$ cat config.mk
export PLATFORM = sky130hd
export DESIGN_NAME = branch_sequencer_flat
export DESIGN_NICKNAME = d
export VERILOG_FILES = /design/src/rtl/branch_sequencer_pkg.sv /design/src/rtl/branch_sequencer_if.sv /design/src/rtl/branch_cond_unit.sv /design/src/rtl/branch_sequencer.sv /design/src/flat_wrapper.sv
export SDC_FILE = /design/constraint.sdc
export NUM_CORES = 1
export LEC_CHECK = 0
export CAP_MARGIN = 20
export CORE_AREA = 3 3 151 153
export DETAILED_ROUTE_END_ITERATION = 12
export DIE_AREA = 0 0 154 156
export PLACE_DENSITY_LB_ADDON = 0.05
export SYNTH_ARGS = -nofsm -noshare
export SYNTH_HDL_FRONTEND = slang
export SYNTH_SLANG_ARGS = --single-unit
$ cat constraint.sdc
create_clock -name clk -period 2.8 [get_ports clk]
set_input_delay 0.56 -clock clk [delete_from_list [all_inputs] [get_ports clk]]
set_output_delay 0.56 -clock clk [all_outputs]
set_load 0.05 [all_outputs]
$ cat src/rtl/branch_sequencer_pkg.sv
// Shared definitions for the branch sequencer: funct3 encodings, FSM states and default widths.
package branch_sequencer_pkg;

  localparam int unsigned DEFAULT_XLEN  = 32;
  localparam int unsigned DEFAULT_CNT_W = 16;

  localparam logic [2:0] BR_BEQ  = 3'b000;
  localparam logic [2:0] BR_BNE  = 3'b001;
  localparam logic [2:0] BR_BLT  = 3'b100;
  localparam logic [2:0] BR_BGE  = 3'b101;
  localparam logic [2:0] BR_BLTU = 3'b110;
  localparam logic [2:0] BR_BGEU = 3'b111;

  typedef enum logic [1:0] {
    StIdle,
    StWaitOps,
    StResolve,
    StFlush
  } state_e;

  // Branch target with bit 0 cleared, wrapping at the operand width.
  function automatic logic [DEFAULT_XLEN-1:0] branch_target(input logic [DEFAULT_XLEN-1:0] pc,
                                                            input logic [DEFAULT_XLEN-1:0] imm);
    logic [DEFAULT_XLEN-1:0] sum;
    sum = pc + imm;
    return {sum[DEFAULT_XLEN-1:1], 1'b0};
  endfunction

endpackage

$ cat src/rtl/branch_sequencer_if.sv
// Decode/fetch-facing bundle of the branch sequencer; master is the pipeline, slave the sequencer.
interface branch_sequencer_if
  import branch_sequencer_pkg::*;
#(
  parameter int unsigned XLEN  = DEFAULT_XLEN,
  parameter int unsigned CNT_W = DEFAULT_CNT_W
) ();

  logic             br_valid;
  logic             br_ready;
  logic [2:0]       br_funct3;
  logic [XLEN-1:0]  br_pc;
  logic [XLEN-1:0]  br_imm;
  logic             ops_ready;
  logic [XLEN-1:0]  rs1_data;
  logic [XLEN-1:0]  rs2_data;
  logic             kill;
  logic             redirect_valid;
  logic [XLEN-1:0]  redirect_pc;
  logic             flush;
  logic             stall_fetch;
  logic             misalign_exc;
  logic             illegal_br;
  logic [CNT_W-1:0] br_count;
  logic [CNT_W-1:0] taken_count;

  modport master (
    output br_valid, br_funct3, br_pc, br_imm, ops_ready, rs1_data, rs2_data, kill,
    input  br_ready, redirect_valid, redirect_pc, flush, stall_fetch, misalign_exc, illegal_br,
    input  br_count, taken_count
  );

  modport slave (
    input  br_valid, br_funct3, br_pc, br_imm, ops_ready, rs1_data, rs2_data, kill,
    output br_ready, redirect_valid, redirect_pc, flush, stall_fetch, misalign_exc, illegal_br,
    output br_count, taken_count
  );

endinterface

$ cat src/rtl/branch_cond_unit.sv
// Combinational branch condition evaluator: funct3 and operands to taken/illegal.
module branch_cond_unit
  import branch_sequencer_pkg::*;
#(
  parameter int unsigned XLEN = DEFAULT_XLEN
) (
  input  logic [2:0]      funct3,
  input  logic [XLEN-1:0] rs1,
  input  logic [XLEN-1:0] rs2,
  output logic            taken,
  output logic            illegal
);

  logic eq, lt_s, lt_u;

  assign eq   = (rs1 == rs2);
  assign lt_s = ($signed(rs1) < $signed(rs2));
  assign lt_u = (rs1 < rs2);

  always_comb begin
    taken   = 1'b0;
    illegal = 1'b0;
    case (funct3)
      BR_BEQ:  taken = eq;
      BR_BNE:  taken = !eq;
      BR_BLT:  taken = lt_s;
      BR_BGE:  taken = !lt_s;
      BR_BLTU: taken = lt_u;
      BR_BGEU: taken = !lt_u;
      // 010/011 are reserved; report and resolve as not taken
      default: illegal = 1'b1;
    endcase
  end

endmodule

$ cat src/rtl/branch_sequencer.sv
// Branch sequencer top: accepts one branch, waits for operands, resolves, redirects and flushes.
module branch_sequencer
  import branch_sequencer_pkg::*;
#(
  parameter int unsigned XLEN         = DEFAULT_XLEN,
  parameter int unsigned FLUSH_CYCLES = 2,
  parameter int unsigned CNT_W        = DEFAULT_CNT_W
) (
  input logic               clk,
  input logic               rst_n,
  branch_sequencer_if.slave bus
);

  localparam int unsigned FCNT_W = $clog2(FLUSH_CYCLES + 1);

  state_e            state_q, state_d;
  logic [2:0]        funct3_q;
  logic [XLEN-1:0]   pc_q, imm_q, rs1_q, rs2_q;
  logic [FCNT_W-1:0] fcnt_q, fcnt_d;
  logic [CNT_W-1:0]  br_cnt_q, taken_cnt_q;
  logic [XLEN-1:0]   redirect_pc_q, target;

  logic redirect_valid_q, redirect_valid_d;
  logic flush_q, flush_d;
  logic misalign_q, misalign_d;
  logic illegal_q, illegal_d;

  logic accept, ops_capture;
  logic cond_taken, cond_illegal;
  logic resolve_live, do_redirect, do_misalign;

  assign accept      = (state_q == StIdle) && bus.br_valid;
  assign ops_capture = bus.ops_ready && (accept || (state_q == StWaitOps));

  branch_cond_unit #(
    .XLEN(XLEN)
  ) u_cond (
    .funct3  (funct3_q),
    .rs1     (rs1_q),
    .rs2     (rs2_q),
    .taken   (cond_taken),
    .illegal (cond_illegal)
  );

  assign target       = (pc_q + imm_q) & ~XLEN'(1);
  assign resolve_live = (state_q == StResolve) && !bus.kill;
  assign do_redirect  = resolve_live && cond_taken && !target[1];
  assign do_misalign  = resolve_live && cond_taken && target[1];

  // State register
  always_ff @(posedge clk or negedge rst_n) begin
    if (!rst_n) begin
      state_q <= StIdle;
      fcnt_q  <= '0;
    end else begin
      state_q <= state_d;
      fcnt_q  <= fcnt_d;
    end
  end

  // Next-state logic
  always_comb begin
    state_d = state_q;
    fcnt_d  = fcnt_q;
    unique case (state_q)
      StIdle: begin
        if (bus.br_valid) state_d = bus.ops_ready ? StResolve : StWaitOps;
      end
      StWaitOps: begin
        if (bus.kill)           state_d = StIdle;
        else if (bus.ops_ready) state_d = StResolve;
      end
      StResolve: begin
        if (do_redirect) begin
          state_d = StFlush;
          fcnt_d  = FCNT_W'(FLUSH_CYCLES);
        end else begin
          state_d = StIdle;
        end
      end
      StFlush: begin
        fcnt_d = fcnt_q - FCNT_W'(1);
        if (fcnt_q == FCNT_W'(1)) state_d = StIdle;
      end
      default: state_d = StIdle;
    endcase
  end

  // Output logic: next values of the registered pulses
  always_comb begin
    redirect_valid_d = do_redirect;
    misalign_d       = do_misalign;
    illegal_d        = resolve_live && cond_illegal;
    flush_d          = (state_d == StFlush);
  end

  always_ff @(posedge clk or negedge rst_n) begin
    if (!rst_n) begin
      redirect_valid_q <= 1'b0;
      redirect_pc_q    <= '0;
      flush_q          <= 1'b0;
      misalign_q       <= 1'b0;
      illegal_q        <= 1'b0;
    end else begin
      redirect_valid_q <= redirect_valid_d;
      flush_q          <= flush_d;
      misalign_q       <= misalign_d;
      illegal_q        <= illegal_d;
      if (do_redirect) redirect_pc_q <= target;
    end
  end

  // Capture registers
  always_ff @(posedge clk or negedge rst_n) begin
    if (!rst_n) begin
      funct3_q <= '0;
      pc_q     <= '0;
      imm_q    <= '0;
      rs1_q    <= '0;
      rs2_q    <= '0;
    end else begin
      if (accept) begin
        funct3_q <= bus.br_funct3;
        pc_q     <= bus.br_pc;
        imm_q    <= bus.br_imm;
      end
      if (ops_capture) begin
        rs1_q <= bus.rs1_data;
        rs2_q <= bus.rs2_data;
      end
    end
  end

  // Saturating performance counters
  always_ff @(posedge clk or negedge rst_n) begin
    if (!rst_n) begin
      br_cnt_q    <= '0;
      taken_cnt_q <= '0;
    end else begin
      if (resolve_live && !(&br_cnt_q))   br_cnt_q    <= br_cnt_q + CNT_W'(1);
      if (do_redirect && !(&taken_cnt_q)) taken_cnt_q <= taken_cnt_q + CNT_W'(1);
    end
  end

  // br_ready is gated by reset so every output reads 0 while rst_n is low
  assign bus.br_ready       = rst_n && (state_q == StIdle);
  assign bus.stall_fetch    = (state_q != StIdle);
  assign bus.redirect_valid = redirect_valid_q;
  assign bus.redirect_pc    = redirect_pc_q;
  assign bus.flush          = flush_q;
  assign bus.misalign_exc   = misalign_q;
  assign bus.illegal_br     = illegal_q;
  assign bus.br_count       = br_cnt_q;
  assign bus.taken_count    = taken_cnt_q;

endmodule

$ cat src/flat_wrapper.sv
// flat-port wrapper written by rule: the top's interface ports become plain ports
module branch_sequencer_flat import branch_sequencer_pkg::*;
#(
  parameter int unsigned XLEN         = DEFAULT_XLEN,
  parameter int unsigned FLUSH_CYCLES = 2,
  parameter int unsigned CNT_W        = DEFAULT_CNT_W
)
  (clk, rst_n, bus_br_valid, bus_br_funct3, bus_br_pc, bus_br_imm, bus_ops_ready, bus_rs1_data, bus_rs2_data, bus_kill, bus_br_ready, bus_redirect_valid, bus_redirect_pc, bus_flush, bus_stall_fetch, bus_misalign_exc, bus_illegal_br, bus_br_count, bus_taken_count);
  branch_sequencer_if #(.XLEN(XLEN), .CNT_W(CNT_W)) bus_i ();
  input logic clk;
  input logic rst_n;
  input wire logic [$bits(bus_i.br_valid)-1:0] bus_br_valid;
  input wire logic [$bits(bus_i.br_funct3)-1:0] bus_br_funct3;
  input wire logic [$bits(bus_i.br_pc)-1:0] bus_br_pc;
  input wire logic [$bits(bus_i.br_imm)-1:0] bus_br_imm;
  input wire logic [$bits(bus_i.ops_ready)-1:0] bus_ops_ready;
  input wire logic [$bits(bus_i.rs1_data)-1:0] bus_rs1_data;
  input wire logic [$bits(bus_i.rs2_data)-1:0] bus_rs2_data;
  input wire logic [$bits(bus_i.kill)-1:0] bus_kill;
  output wire logic [$bits(bus_i.br_ready)-1:0] bus_br_ready;
  output wire logic [$bits(bus_i.redirect_valid)-1:0] bus_redirect_valid;
  output wire logic [$bits(bus_i.redirect_pc)-1:0] bus_redirect_pc;
  output wire logic [$bits(bus_i.flush)-1:0] bus_flush;
  output wire logic [$bits(bus_i.stall_fetch)-1:0] bus_stall_fetch;
  output wire logic [$bits(bus_i.misalign_exc)-1:0] bus_misalign_exc;
  output wire logic [$bits(bus_i.illegal_br)-1:0] bus_illegal_br;
  output wire logic [$bits(bus_i.br_count)-1:0] bus_br_count;
  output wire logic [$bits(bus_i.taken_count)-1:0] bus_taken_count;
  assign bus_i.br_valid = bus_br_valid;
  assign bus_i.br_funct3 = bus_br_funct3;
  assign bus_i.br_pc = bus_br_pc;
  assign bus_i.br_imm = bus_br_imm;
  assign bus_i.ops_ready = bus_ops_ready;
  assign bus_i.rs1_data = bus_rs1_data;
  assign bus_i.rs2_data = bus_rs2_data;
  assign bus_i.kill = bus_kill;
  assign bus_br_ready = bus_i.br_ready;
  assign bus_redirect_valid = bus_i.redirect_valid;
  assign bus_redirect_pc = bus_i.redirect_pc;
  assign bus_flush = bus_i.flush;
  assign bus_stall_fetch = bus_i.stall_fetch;
  assign bus_misalign_exc = bus_i.misalign_exc;
  assign bus_illegal_br = bus_i.illegal_br;
  assign bus_br_count = bus_i.br_count;
  assign bus_taken_count = bus_i.taken_count;
  branch_sequencer #(.XLEN(XLEN), .FLUSH_CYCLES(FLUSH_CYCLES), .CNT_W(CNT_W)) u_core (.clk(clk), .rst_n(rst_n), .bus(bus_i));
endmodule
# Yosys cells after proc, flatten, opt, wreduce, memory -nomap -nowiden
# Index checks and enable logic that the tools add are counted.
# Widths: inputs -> output; s select.
totals:
  reg_bits: 202
  mem_count: 0
  output_inout_bits: 70
  latch_bits: 0
  rom_bits: 0
  elab_cells: 69
  mem_bits_rw: 0
op_classes:
  eq_ne: 12
  n_div: 0
  n_reduce_logical: 26
  bitwise: 0
  n_mux: 11
  magnitude_cmp: 2
  n_mul: 0
  addsub: 4
  shifts: 0
op_table:
  columns: ["cell", "n"]
  rows:
  - ["$lt 32x32->1", 2]
  - ["$add 16x1->16 const B", 2]
  - ["$add 32x32->32", 1]
  - ["$eq 32x32->1", 1]
  - ["$reduce_and 16->1", 2]
  - ["$mux 2", 7]
  - ["$eq 3x3->1 const B", 4]
  - ["$logic_and 1x1->1", 10]
  - ["$pmux 2 s4", 1]
  - ["$logic_not 1->1", 7]
  - ["$eq 2x2->1 const B", 3]
  - ["$pmux 1 s6", 1]
  - ["$reduce_or 6->1", 1]
  - ["$eq 2x1->1 const B", 2]
  - ["$pmux 2 s2", 1]
  - ["$reduce_bool 2->1", 2]
  - ["$eq 3x1->1 const B", 1]
  - ["$logic_not 3->1", 1]
  - ["$logic_not 2->1", 1]
  - ["$ne 2x1->1 const B", 1]
  - ["$reduce_and 2->1", 1]
  - ["$sub 2x1->2 const B", 1]
  - ["$logic_or 1x1->1", 1]
  - ["$mux 1", 1]

# Depth between registers and ports, before layout
# Gate-level depths: netlist of run 1.
depth:
  depth_word: 8
  mapped_depth: 13

# Modules after synthesis
# From an unflattened synthesis of run 1, not the netlist that was laid out.
unflattened:
  hier_cells: 908
  area_unflattened_um2: 10425.0
by_module_without_submodules:
  columns: ["module", "area_per_inst_um2", "cells_each", "instances", "seq_area_each_um2"]
  rows:
  - ["branch_sequencer", 9554.2, 787, 1, 5054.8]
  - ["branch_cond_unit", 870.8, 121, 1, 0.0]

# Worst setup path after synthesis of run 1
# No wires, ideal clock.
synth_path:
  path_kind: "reg2reg"
  startpoint: "reg u_core.rs1_q[30]"
  endpoint: "reg u_core.redirect_pc_q[11] (netlist: u_core.bus.redirect_pc[11])"
  synth_period_minus_slack_ps: 2727
  path_stages_with_launch: 12
  setup_ps: 125
  required_ps: 2675
  t_arrival_ps: 2602
  n_path_buf: 2
  slack_ps: 73
  cell_sequence: "dfrtp_1 ha_1 a21oi_1 nand2_1 a221o_1 a211o_1 a2111o_1 o211ai_2 and3_1 buf_6 buf_6 mux2_2"
synth_between:
  elab_chain_len: 5
  word_cells_on_any_way: 9
  cone_classes: "order compare (2); eq/ne (1); mux (1); reduce/logical (5)"
synth_lines:
  columns: ["item", "line_no", "source"]
  rows:
  - ["from (decl)", "branch_sequencer.sv:18", "logic [XLEN-1:0] pc_q, imm_q, rs1_q, rs2_q;"]
  - ["from (signal assigned)", "branch_sequencer.sv:128", "rs1_q <= bus.rs1_data;"]
  - ["$lt 32x32->1 (tied with other cells)", "branch_cond_unit.sv:18", "assign lt_u = (rs1 < rs2);"]
  - ["$logic_not 1->1 (on tied branches)", "branch_cond_unit.sv:29, branch_cond_unit.sv:25, branch_cond_unit.sv:27", null]
  - ["$pmux 1 s6 *", "branch_cond_unit.sv:23", "case (funct3)"]
  - ["$logic_and 1x1->1 * (2 in series)", "branch_sequencer.sv:47", "assign do_redirect = resolve_live && cond_taken && !target[1];"]
  - ["to (signal assigned)", "branch_sequencer.sv:109", "if (do_redirect) redirect_pc_q <= target;"]
  - ["to (decl)", "branch_sequencer.sv:21", "logic [XLEN-1:0] redirect_pc_q, target;"]
# Mark *: on every way between the ends. The rest lies on a longest branch, timed or not.
# A chain may end at the register's enable or synchronous reset.

# Worst setup path after layout of run 1
layout_path:
  startpoint: "reg u_core.rs1_q[5]"
  endpoint: "reg u_core.redirect_pc_q[21] (netlist: u_core.bus.redirect_pc[21])"
# The elaborated chain is that of the path after synthesis.

==> results of run 1 <==
==> cell usage in the layout, fill, tap and decap left out, drive strengths merged, types with 5 or more instances in the layout <==
| cell type | n |
|---|---|
| buf | 41 |
| nor2 | 29 |
| nand2 | 66 |
| nor3 | 6 |
| and3 | 15 |
| mux2 | 126 |
| o211ai | 6 |
| o21ai | 46 |
| a31oi | 10 |
| a21oi | 43 |
| inv | 52 |
| a21o | 11 |
| dfrtp | 202 |
| nand3 | 31 |
| o21bai | 5 |
| ha | 65 |
| nand4 | 15 |
| xnor2 | 39 |
| xor2 | 19 |
| clkdlybuf4s50 | 202 |
| nor2b | 7 |
| clkbuf | 36 |
==> flip-flops by register name, indices dropped and copies added (netlist names) <==
register / count
u_core.bus.taken_count: 16
u_core.fcnt_q: 2
u_core.funct3_q: 3
u_core.bus.illegal_br: 1
u_core.state_q: 2
u_core.imm_q: 32
u_core.bus.flush: 1
u_core.bus.redirect_valid: 1
u_core.bus.misalign_exc: 1
u_core.bus.br_count: 16
u_core.rs2_q: 32
u_core.rs1_q: 32
u_core.bus.redirect_pc: 31
u_core.pc_q: 32
==> metrics by stage <==
stage / total power, W / util / hold WS (ns) / instance area (µm²)
6_report: 0.0166 / 0.630 / 0.464 / 13700
2_1_floorplan: 0.0109 / - / 0.264 / 10100
5_1_grt: 0.0179 / 0.630 / 0.458 / 13700
3_3_place_gp: 0.0133 / 0.585 / 0.412 / 12700
4_1_cts: 0.0164 / 0.620 / 0.441 / 13400
3_5_place_dp: 0.0134 / 0.585 / 0.412 / 12700
==> worst reg2reg max path, stage by stage, from the launching register on <==
cell and delay [ns]:
dfrtp_1 0.38, ha_1 0.29, a21oi_1 0.14, o21ai_0 0.09
a221oi_1 0.37, o211ai_1 0.22, a2111o_1 0.41, o211ai_2 0.08
and3_4 0.28, buf_12 0.19, mux2_2 0.36
==> logic make-up (layout without fill, tap and decap cells) <==
group / after synthesis / count (layout) / share of synthesized area
DFF: 202 / 202 / 0.500
adders and majority gates: 66 / 66 / 0.0824
AOI/OAI and AO/OA: 148 / 148 / 0.0907
xor gates and xnor gates: 58 / 58 / 0.0502
and+or+nand+nor: 196 / 196 / 0.101
buffers and inverters: 79 / 336 / 0.0342
muxes: 127 / 127 / 0.141
other: 1 / 1 / 0.000371
==> final cells by class <==
type / instances / area, µm²
clock buffers: 35 / 651
clock inverters: 5 / 33.8
fillers: 1773 / 8020
well taps: 280 / 350
repair buffers: 245 / 2430
inverters: 51 / 191
multi-input cells: 596 / 4960
flip-flops and latches: 202 / 5050
==> routing by layer <==
metal | up-vias | track usage | share of wire
li1 | 3583 | - | -
met1 | 3489 | 0.267 | 0.47
met2 | 165 | 0.298 | 0.46
met3 | 29 | 0.0391 | 0.054
met4 | 0 | 0.0391 | 0.018
met5 | - | 0 | 0
==> worst max-delay path by stage <==
stage                                 end  slack [ns]  cells past startpoint
2_1_floorplan  u_core.bus.redirect_pc[11]        0.07                     11
3_3_place_gp   u_core.bus.taken_count[12]       -0.22                      8
3_5_place_dp   u_core.bus.taken_count[12]       -0.27                      8
4_1_cts        u_core.bus.redirect_pc[21]       -0.12                     10
5_1_grt         u_core.bus.redirect_pc[9]       -0.28                     11
6_report       u_core.bus.redirect_pc[21]       -0.14                     10
==> timing repair <==
item                                   CTS  global route
buffers inserted                         1             4
resized for setup                       11            26
pin swaps                                5             4
hold buffers                             1             0
endpoints found under the hold margin   10             0
setup endpoints to repair               46            49
==> where the power goes <==
| part | leakage (nW) | switching [W] | internal, W |
|---|---|---|---|
| logic | 3.14 | 0.00463 | 0.00431 |
| registers | 2.49 | 0.000753 | 0.00416 |
| clock network | 0.334 | 0.00114 | 0.00160 |
| total | 5.97 | 0.00653 | 0.0101 |
==> metrics.md, run 1 <==
| Metric | Value |
|---|---|
| Syn Inst Count | `877` |
| GRT Util Overall | `0.187` |
| Setup violations, final | `33` |
| Count of cell types in the netlist | `58` |
| CTS buffer count | `23` |
| Die height | `roughly 160 µm` |
| Crit path arrival time | `around 3.3 ns` |
| Worst VDD drop | `700 µV` |
| Status | `complete, but fails checks` |
| WL final | `22900 µm` |
| Die Wd | `around 150 µm` |
| Largest net degree at the start of global routing | `115` |
| CP top delay family | `compound AO/OA/AOI/OAI gates` |
| Syn Nets | `1079` |
| Share of the yosys chip area belonging to registers | `0.500` |
| Delay of the slowest critical-path stage | `0.41 ns` |
| Layout cell share with drive strength beyond 1 | `0.212` |
| Top post-synthesis cells by count | `202 x dfrtp_1, 126 x mux2_2, 66 x nand2_1, 65 x ha_1, 51 x inv_1` |
| Crit-path cells | `ha_1 > a21oi_1 > o21ai_0 > a221oi_1 > o211ai_1 > a2111o_1 > o211ai_2 > and3_4 > buf_12 > mux2_2` |
| FP Rows | `54` |
| H-tree depth | `1` |
| Placed insts | `about 1400` |
| R2R depth | `10` |
| Synth warnings | `0` |
| Core Footprint | `between 0.02 and 0.025 mm²` |
| GP Congestion | `0.857` |
| Final min period | `2.94 ns` |
| First-pass GRT wire length | `37100 µm` |
| Failing checks | `setup timing` |
| Max_cap viols | `0` |
| Type of the worst setup path | `register to register` |
| Antenna violations before repair | `0` |
| Final slew viol count | `0` |
| P_leak | `5.97 nW` |
| Root Buffer | `clkbuf_16` |
| Biggest area consumer among synthesized cells | `dfrtp_1` |
| Synth Register Bits | `202` |
| Reg2reg start | `u_core.rs1_q[5]` |
| Mapped Area | `0.0101 mm²` |
| Worst skew pair latency | `0.50 ns` |
| Max clock buf depth | `3` |
| Period utilisation layout | `1.05` |
| Detailed-route via count | `7266` |
| Power Dens Cells | `1210 mW/mm²` |
| Total I/O pin count | `about 210` |
| CP bufs+invs | `1` |
| Top FF cell, synth | `dfrtp_1` |
| Final WS setup | `-0.137 ns` |
| Crit path from | `u_core.rs1_q[5]` |
| TritonCTS clock tree | `yes` |
| DRC | `0` |
| Slew HR | `0.574` |
| Skew final | `0.0121 ns` |
| Clock sinks | `202` |
| Setup Slack @ Placement | `-0.272 ns` |
| DR iter-0 viols | `between 200 and 300` |
| Synth top area share | `0.500` |
| Vias per cell | `5.14` |
| Number of global-route vias before repair | `7304` |
| RSZ-0062 raised after global routing | `yes` |
| Critical path peak fanout | `22` |
| Crit. End Element | `register` |
| Top-count cell post-synth | `dfrtp_1` |
| Synth async-reset ratio | `1.00` |
| Hpwl dp | `16700 µm` |
| RR Endpoint | `u_core.bus.redirect_pc[21]` |
| CP max-delay cell | `a2111o_1` |
| Startpoint types | `register` |
| Layout area overhead | `35.2%` |
| GR Overflow Total | `0` |
| Post-Syn Area per Cell | `11.5 µm²` |
| 1st-pass router iterations | `4` |
| R2r setup slk | `-0.14 ns` |
| Non-Filler Instances | `between 1000 and 1500` |
| Die area | `0.0240 mm²` |
| # diodes | `0` |
| Post-synth EDFFs | `0` |
| WL/cell | `~16 µm` |
| HP Class | `primary input to async pin` |
| Largest cells by area after synthesis | `dfrtp_1 50%, mux2_2 14%, ha_1 8.0%, xnor2_1 3.4%, nand2_1 2.5%` |
| Hold Vio Cnt, Final | `0` |
| TNS Setup | `-3.32 ns` |
| Port Buf Inserts | `204` |
| WP data required | `3.17 ns` |
| Routed Antenna Nets | `0` |
| Fmax | `0.341 GHz` |
| Starting Density | `0.466` |
| CTS clk-pin slew, worst paths | `roughly 0.060 ns` |
| Worst-margin pin slew | `0.639 ns` |
| Final #Nets | `1321` |
Note: power is estimated with default switching activity, not from simulation.
==> run 2, diff against run 1 <==
--- a/config.mk
+++ b/config.mk
@@ -9,7 +9,9 @@
 export CORE_AREA = 3 3 151 153
 export DETAILED_ROUTE_END_ITERATION = 12
 export DIE_AREA = 0 0 154 156
+export MAX_ROUTING_LAYER = met4
 export PLACE_DENSITY_LB_ADDON = 0.05
 export SYNTH_ARGS = -nofsm -noshare
 export SYNTH_HDL_FRONTEND = slang
 export SYNTH_SLANG_ARGS = --single-unit
+export TNS_END_PERCENT = 10
==> run 2 against run 1 <==
Largest cell class unchanged. Sequential share of layout area grew 0.47 points. The flow still finishes with violations (setup timing). Final area is 1.3% lower. Largest power group unchanged. Combinational power decreased by 2.8%. Count of clock-buffer cells in the layout unchanged. Routed wire length fell by 1.4%. Worst hold slack got worse by 0.0016 ns. Clock power is essentially flat. Via count fell by 0.40%. Non-clock buffer count shrank 5. Critical path depth unchanged. Clock skew shrank 0.0021 ns. Critical endpoint unchanged.
==> metrics.md, run 2 (synthesis gave the netlist of run 1 again) <==
| Metric | Value |
|---|---|
| Crit path arrival time | `3.30 ns (about the same)` |
| Skew final | `0.00999 ns (-0.00212 ns)` |
| Post-CTS setup buffer count | `0 (-1)` |
| Core Footprint | `0.0217 mm² (unchanged)` |
| Startpoint types | `register` |
| Starting Density | `0.466 (unchanged)` |
| TritonCTS clock tree | `yes` |
| Die height | `156 µm (unchanged)` |
| Die area | `0.0240 mm² (unchanged)` |
| WL final | `22600 µm (-1.4%)` |
| GR Overflow Total | `0 (unchanged)` |
| Setup Slack @ Placement | `-0.272 ns (unchanged)` |
| Routed Antenna Nets | `0 (unchanged)` |
| WP data required | `3.17 ns (about the same)` |
| 1st-pass router iterations | `4 (unchanged)` |
| Failing checks | `setup timing` |
| Layout cell share with drive strength beyond 1 | `0.196 (-0.0159)` |
| Root Buffer | `clkbuf_16` |
| HP Class | `primary input to async pin` |
| Most frequent cells in the layout | `202 x clkdlybuf4s50_1, 202 x dfrtp_1, 126 x mux2_2` |
| Number of global-route vias before repair | `7283 (-0.29%)` |
| Setup violations, final | `31 (-6.1%)` |
| DR iter-0 viols | `330 (+11%)` |
| Utilization after layout | `0.622 (-0.00796)` |
| Total I/O pin count | `206 (unchanged)` |
| Type of the worst setup path | `register to register` |
| Final #Nets | `1316 (-0.38%)` |
| GP Congestion | `0.874 (+2.0%)` |
| Detailed-route via count | `7237 (-0.40%)` |
| Hpwl dp | `16700 µm (unchanged)` |
| Port Buf Inserts | `204 (unchanged)` |
| RSZ-0062 raised after global routing | `yes` |
| CTS clk-pin slew, worst paths | `0.06 ns (about the same)` |
| Worst VDD drop | `700 µV (about the same)` |
| Antenna violations before repair | `0 (unchanged)` |
| Clock sinks | `202 (unchanged)` |
| Max clock buf depth | `3 (unchanged)` |
| WL/cell | `16.1 µm (-1.0%)` |
| Max_cap viols | `0 (unchanged)` |
| CTS buffer count | `23 (unchanged)` |
| Worst-margin pin slew | `0.655 ns (+0.0166 ns)` |
| FP Rows | `54 (unchanged)` |
| Slew HR | `0.563 (-0.0110)` |
| Die Wd | `154 µm (unchanged)` |
| # diodes | `0 (unchanged)` |
| H-tree depth | `1 (unchanged)` |
| R2R depth | `10 (unchanged)` |
| DRC | `0 (unchanged)` |
| Final slew viol count | `0 (unchanged)` |
| Total power | `0.0163 W (-1.7%)` |
| Final WS setup | `-0.123 ns (+0.0134 ns)` |
| Worst skew pair latency | `0.50 ns (about the same)` |
| Crit. End Element | `register` |
| Status | `complete, but fails checks` |
| P_leak | `5.93 nW (-0.67%)` |
| Final min period | `2.92 ns (-0.0134 ns)` |
| Layout area overhead | `33.5%` |
| Power Dens Cells | `1210 mW/mm² (-0.48%)` |
| Largest net degree at the start of global routing | `115 (unchanged)` |
| Vias per cell | `5.14 (about the same)` |
| Hold Vio Cnt, Final | `0 (unchanged)` |
| First-pass GRT wire length | `37000 µm (-0.26%)` |
| Period utilisation layout | `1.04 (-0.00478)` |
| Critical path peak fanout | `22 (unchanged)` |
| Fmax | `0.342 GHz (+0.46%)` |
| GRT Util Overall | `0.192 (+0.00534)` |
## run 2: area by class of cell
cell class	instances	area, µm²
tap	280	350
timing repair buffer	240	2380
fill	1793	8200
sequential	202	5050
inverter	51	191
clock buffer	35	651
clock inverter	5	33.8
multi-input combinational	596	4830
## run 2: what timing repair did
| action | 4_1_cts | 5_1_grt |
|---|---|---|
| cloned | 0 | 0 |
| gates resized for setup | 9 | 10 |
| pin swaps | 5 | 2 |
| hold buffers | 1 | 0 |
| endpoints found under the hold margin | 10 | 0 |
| setup endpoints to repair | 46 | 49 |
## run 2: critical path, stage by stage (launching register included)
cell	delay, ns
dfrtp_1	0.39
ha_1	0.34
a21oi_1	0.17
nand2_1	0.07
a221o_1	0.34
a211o_1	0.29
a2111o_1	0.30
o211ai_2	0.08
and3_4	0.28
buf_12	0.19
mux2_2	0.35
## run 2: routing by layer
| layer | GRT usage | vias to the layer above | share of wire |
|---|---|---|---|
| li1 | - | 3574 | - |
| met1 | 0.269 | 3467 | 0.48 |
| met2 | 0.297 | 166 | 0.46 |
| met3 | 0.0355 | 30 | 0.050 |
| met4 | 0.0391 | 0 | 0.015 |
| met5 | - | - | 0 |
## run 2: path summary, 6_finish.rpt
path / startpoint / end / slack (ns)
setup / recovery: u_core.rs1_q[30] / u_core.bus.redirect_pc[21] / -0.12
hold / removal: rst_n / u_core.rs1_q[31] / 0.46
setup reg to reg: u_core.rs1_q[30] / u_core.bus.redirect_pc[21] / -0.12
hold reg to reg: u_core.bus.taken_count[8] / u_core.bus.taken_count[8] / 0.49
max in group asynchronous: rst_n / u_core.bus.redirect_pc[2] / 1.05
min in group clk: u_core.bus.taken_count[8] / u_core.bus.taken_count[8] / 0.49
## run 2: stage by stage
step / hold slack [ns] / setup TNS (ns) / cells / cell area (µm²)
finish: 0.463 / -2.93 / 1409 / 13500
global route: 0.458 / -9.71 / 1409 / 13500
CTS: 0.441 / -2.97 / 1409 / 13400
global placement: 0.412 / -7.36 / 1368 / 12700
floorplan: 0.264 / 0 / 877 / 10100
detailed placement: 0.412 / -9.36 / 1368 / 12700
## run 2: where the power goes
group	switching, W	internal, W	leakage, nW	total [W]
clock	0.00114	0.00160	0.334	0.00274
combinational	0.00456	0.00413	3.10	0.00869
sequential	0.000719	0.00416	2.49	0.00487
==> run 3, diff against run 2 <==
--- a/config.mk
+++ b/config.mk
@@ -6,9 +6,9 @@
 export NUM_CORES = 1
 export LEC_CHECK = 0
 export CAP_MARGIN = 20
-export CORE_AREA = 3 3 151 153
+export CORE_AREA = 3 3 140 142
 export DETAILED_ROUTE_END_ITERATION = 12
-export DIE_AREA = 0 0 154 156
+export DIE_AREA = 0 0 143 145
 export MAX_ROUTING_LAYER = met4
 export PLACE_DENSITY_LB_ADDON = 0.05
 export SYNTH_ARGS = -nofsm -noshare
==> constraint.sdc (replaced) <==
create_clock -name clk -period 3.61 [get_ports clk]
set_input_delay 0.722 -clock clk [delete_from_list [all_inputs] [get_ports clk]]
set_output_delay 0.722 -clock clk [all_outputs]
set_load 0.05 [all_outputs]
==> run 3 against run 2 <==
The flow now finishes without violations. Clock skew grew 0.0029 ns. Via count decreased by 1.3%. Global-route usage rose by 2.2 points. Sequential share of layout area grew 0.83 points.
==> metrics.md, run 3 (synthesis gave the netlist of run 1 again) <==
| Metric | Value |
|---|---|
| Status | `finished, final reports clean` |
| Critical path peak fanout | `22 (unchanged)` |
| Vias per cell | `5.34 (+3.9%)` |
| Hold Buf Count CTS | `0 (-1)` |
| Core Footprint | `0.0186 mm² (-14%)` |
| Worst VDD drop | `550 µV (-21%)` |
| Non-Filler Cell Area, Final | `0.0132 mm² (-2.2%)` |
| Post-CTS setup buffer count | `0 (unchanged)` |
| RSZ-0062 raised after global routing | `no` |
| Skew final | `0.0129 ns (+0.00288 ns)` |
| Fmax | `0.324 GHz (-5.4%)` |
| Most common cell after layout, fill and taps aside | `clkdlybuf4s50_1` |
| DR iter-0 viols | `258 (-22%)` |
| DRC | `0 (unchanged)` |
| Die area | `0.0207 mm² (-14%)` |
| Power Dens Cells | `939 mW/mm² (-22%)` |
| Post-place instance area | `0.0124 mm² (-1.9%)` |
| HP Class | `primary input to async pin` |
| R2r setup slk | `0.52 ns (+0.64 ns)` |
| Routed Antenna Nets | `0 (unchanged)` |
| WP data required | `4.02 ns (+0.85 ns)` |
| Die height | `145 µm (-7.1%)` |
| Cts repair resizes | `0 (-9)` |
| First-pass GRT wire length | `35600 µm (-3.8%)` |
| RR Endpoint | `u_core.bus.taken_count[12]` |
| Hold Vio Cnt, Final | `0 (unchanged)` |
| Max_cap viols | `0 (unchanged)` |
| CTS clk-pin slew, worst paths | `0.06 ns (about the same)` |
| P_leak | `5.84 nW (-1.6%)` |
| R2R depth | `11 (+1)` |
| Most frequent cells in the layout | `203 x clkdlybuf4s50_1, 202 x dfrtp_1, 126 x mux2_2` |
| Final min period | `3.09 ns (+0.167 ns)` |
| Type of the worst setup path | `register to register` |
| Port Buf Inserts | `204 (unchanged)` |
| Setup violations, final | `0 (-100%)` |
| Total I/O pin count | `206 (unchanged)` |
| Die Wd | `143 µm (-7.1%)` |
| Clock sinks | `202 (unchanged)` |
| GR Overflow Total | `0 (unchanged)` |
| Root Buffer | `clkbuf_16` |
| Hpwl dp | `15700 µm (-5.5%)` |
| Largest net degree at the start of global routing | `140 (+22%)` |
| Worst skew pair latency | `0.50 ns (about the same)` |
| Slew HR | `0.471 (-0.0925)` |
| Final #Nets | `1289 (-2.1%)` |
| Antenna violations before repair | `2 (+2)` |
| Reg2reg start | `u_core.rs1_q[14]` |
| Period utilisation layout | `0.856 (-0.188)` |
| Crit path arrival time | `3.50 ns (+0.20 ns)` |
| Layout cell share with drive strength beyond 1 | `0.171 (-0.0244)` |
| H-tree depth | `1 (unchanged)` |
| Startpoint types | `register` |
| WL final | `21800 µm (-3.7%)` |
| TNS Setup | `0 ns (+2.93 ns)` |
| TritonCTS clock tree | `yes` |
| 1st-pass router iterations | `7 (+3)` |
| CTS buffer count | `22 (-4.3%)` |
| Worst-margin pin slew | `0.794 ns (+0.139 ns)` |
| Detailed-route via count | `7146 (-1.3%)` |
| Max clock buf depth | `3 (unchanged)` |
| Starting Density | `0.544 (+0.0780)` |
| Final slew viol count | `0 (unchanged)` |
| GRT Util Overall | `0.215 (+0.0224)` |
| Number of global-route vias before repair | `7179 (-1.4%)` |
| WL/cell | `16.3 µm (+1.4%)` |
| FP Rows | `50 (-7.4%)` |
| Crit. End Element | `register` |
| GP Congestion | `0.859 (-1.7%)` |
| Layout area overhead | `30.6%` |
[run 3: per-stage QoR]
| step | setup WS [ns] | power (W) | std cells | hold slack [ns] | util |
|---|---|---|---|---|---|
| after floorplan | 0.883 | 0.00846 | 877 | 0.426 | - |
| after global placement | 0.384 | 0.00999 | 1297 | 0.480 | 0.669 |
| after detailed placement | 0.294 | 0.0101 | 1297 | 0.479 | 0.669 |
| after CTS | 0.508 | 0.0125 | 1337 | 0.408 | 0.710 |
| after global routing | 0.278 | 0.0134 | 1339 | 0.423 | 0.710 |
| final | 0.520 | 0.0124 | 1339 | 0.347 | 0.710 |
[run 3: worst max path at each step]
stage	startpoint	end	slack, ns	cells after the start
detailed placement	bus_kill	u_core.bus.taken_count[12]	0.29	8
floorplan	u_core.rs1_q[30]	u_core.bus.redirect_pc[11]	0.88	11
finish	u_core.rs1_q[14]	u_core.bus.taken_count[12]	0.52	11
global route	u_core.rs2_q[5]	u_core.bus.taken_count[12]	0.28	12
global placement	bus_kill	u_core.bus.redirect_pc[26]	0.38	7
CTS	u_core.rs1_q[14]	u_core.bus.taken_count[12]	0.51	11
[run 3: final cells by class]
type | count | area, µm²
clock buffers | 30 | 632
repair buffers | 214 | 2170
multi-input cells | 596 | 4730
flip-flops and latches | 202 | 5050
diodes | 2 | 5.00
fillers | 1433 | 5380
inverters | 51 | 191
clock inverters | 10 | 128
well taps | 234 | 293
[run 3: critical path, stage by stage (launching register included)]
cell      delay [ns]
dfrtp_1         0.38
ha_1            0.31
nand4_1         0.19
nor4b_2         0.34
nand3_1         0.14
xor2_1          0.16
or4_1           0.41
o211ai_2        0.08
and3_2          0.28
buf_4           0.27
nor4b_4         0.25
xor2_1          0.18
[run 3: power breakdown]
part / switching (W) / leakage, nW / internal [W] / total (W)
Sequential: 0.000536 / 2.49 / 0.00322 / 0.00376
Combinational: 0.00341 / 2.97 / 0.00290 / 0.00631
Clock: 0.000885 / 0.376 / 0.00144 / 0.00232
[run 3: per-layer routing]
metal,part of all wire,global-route usage
met1,0.45,0.289
met2,0.47,0.340
met3,0.059,0.0402
met4,0.021,0.0499
met5,0,-
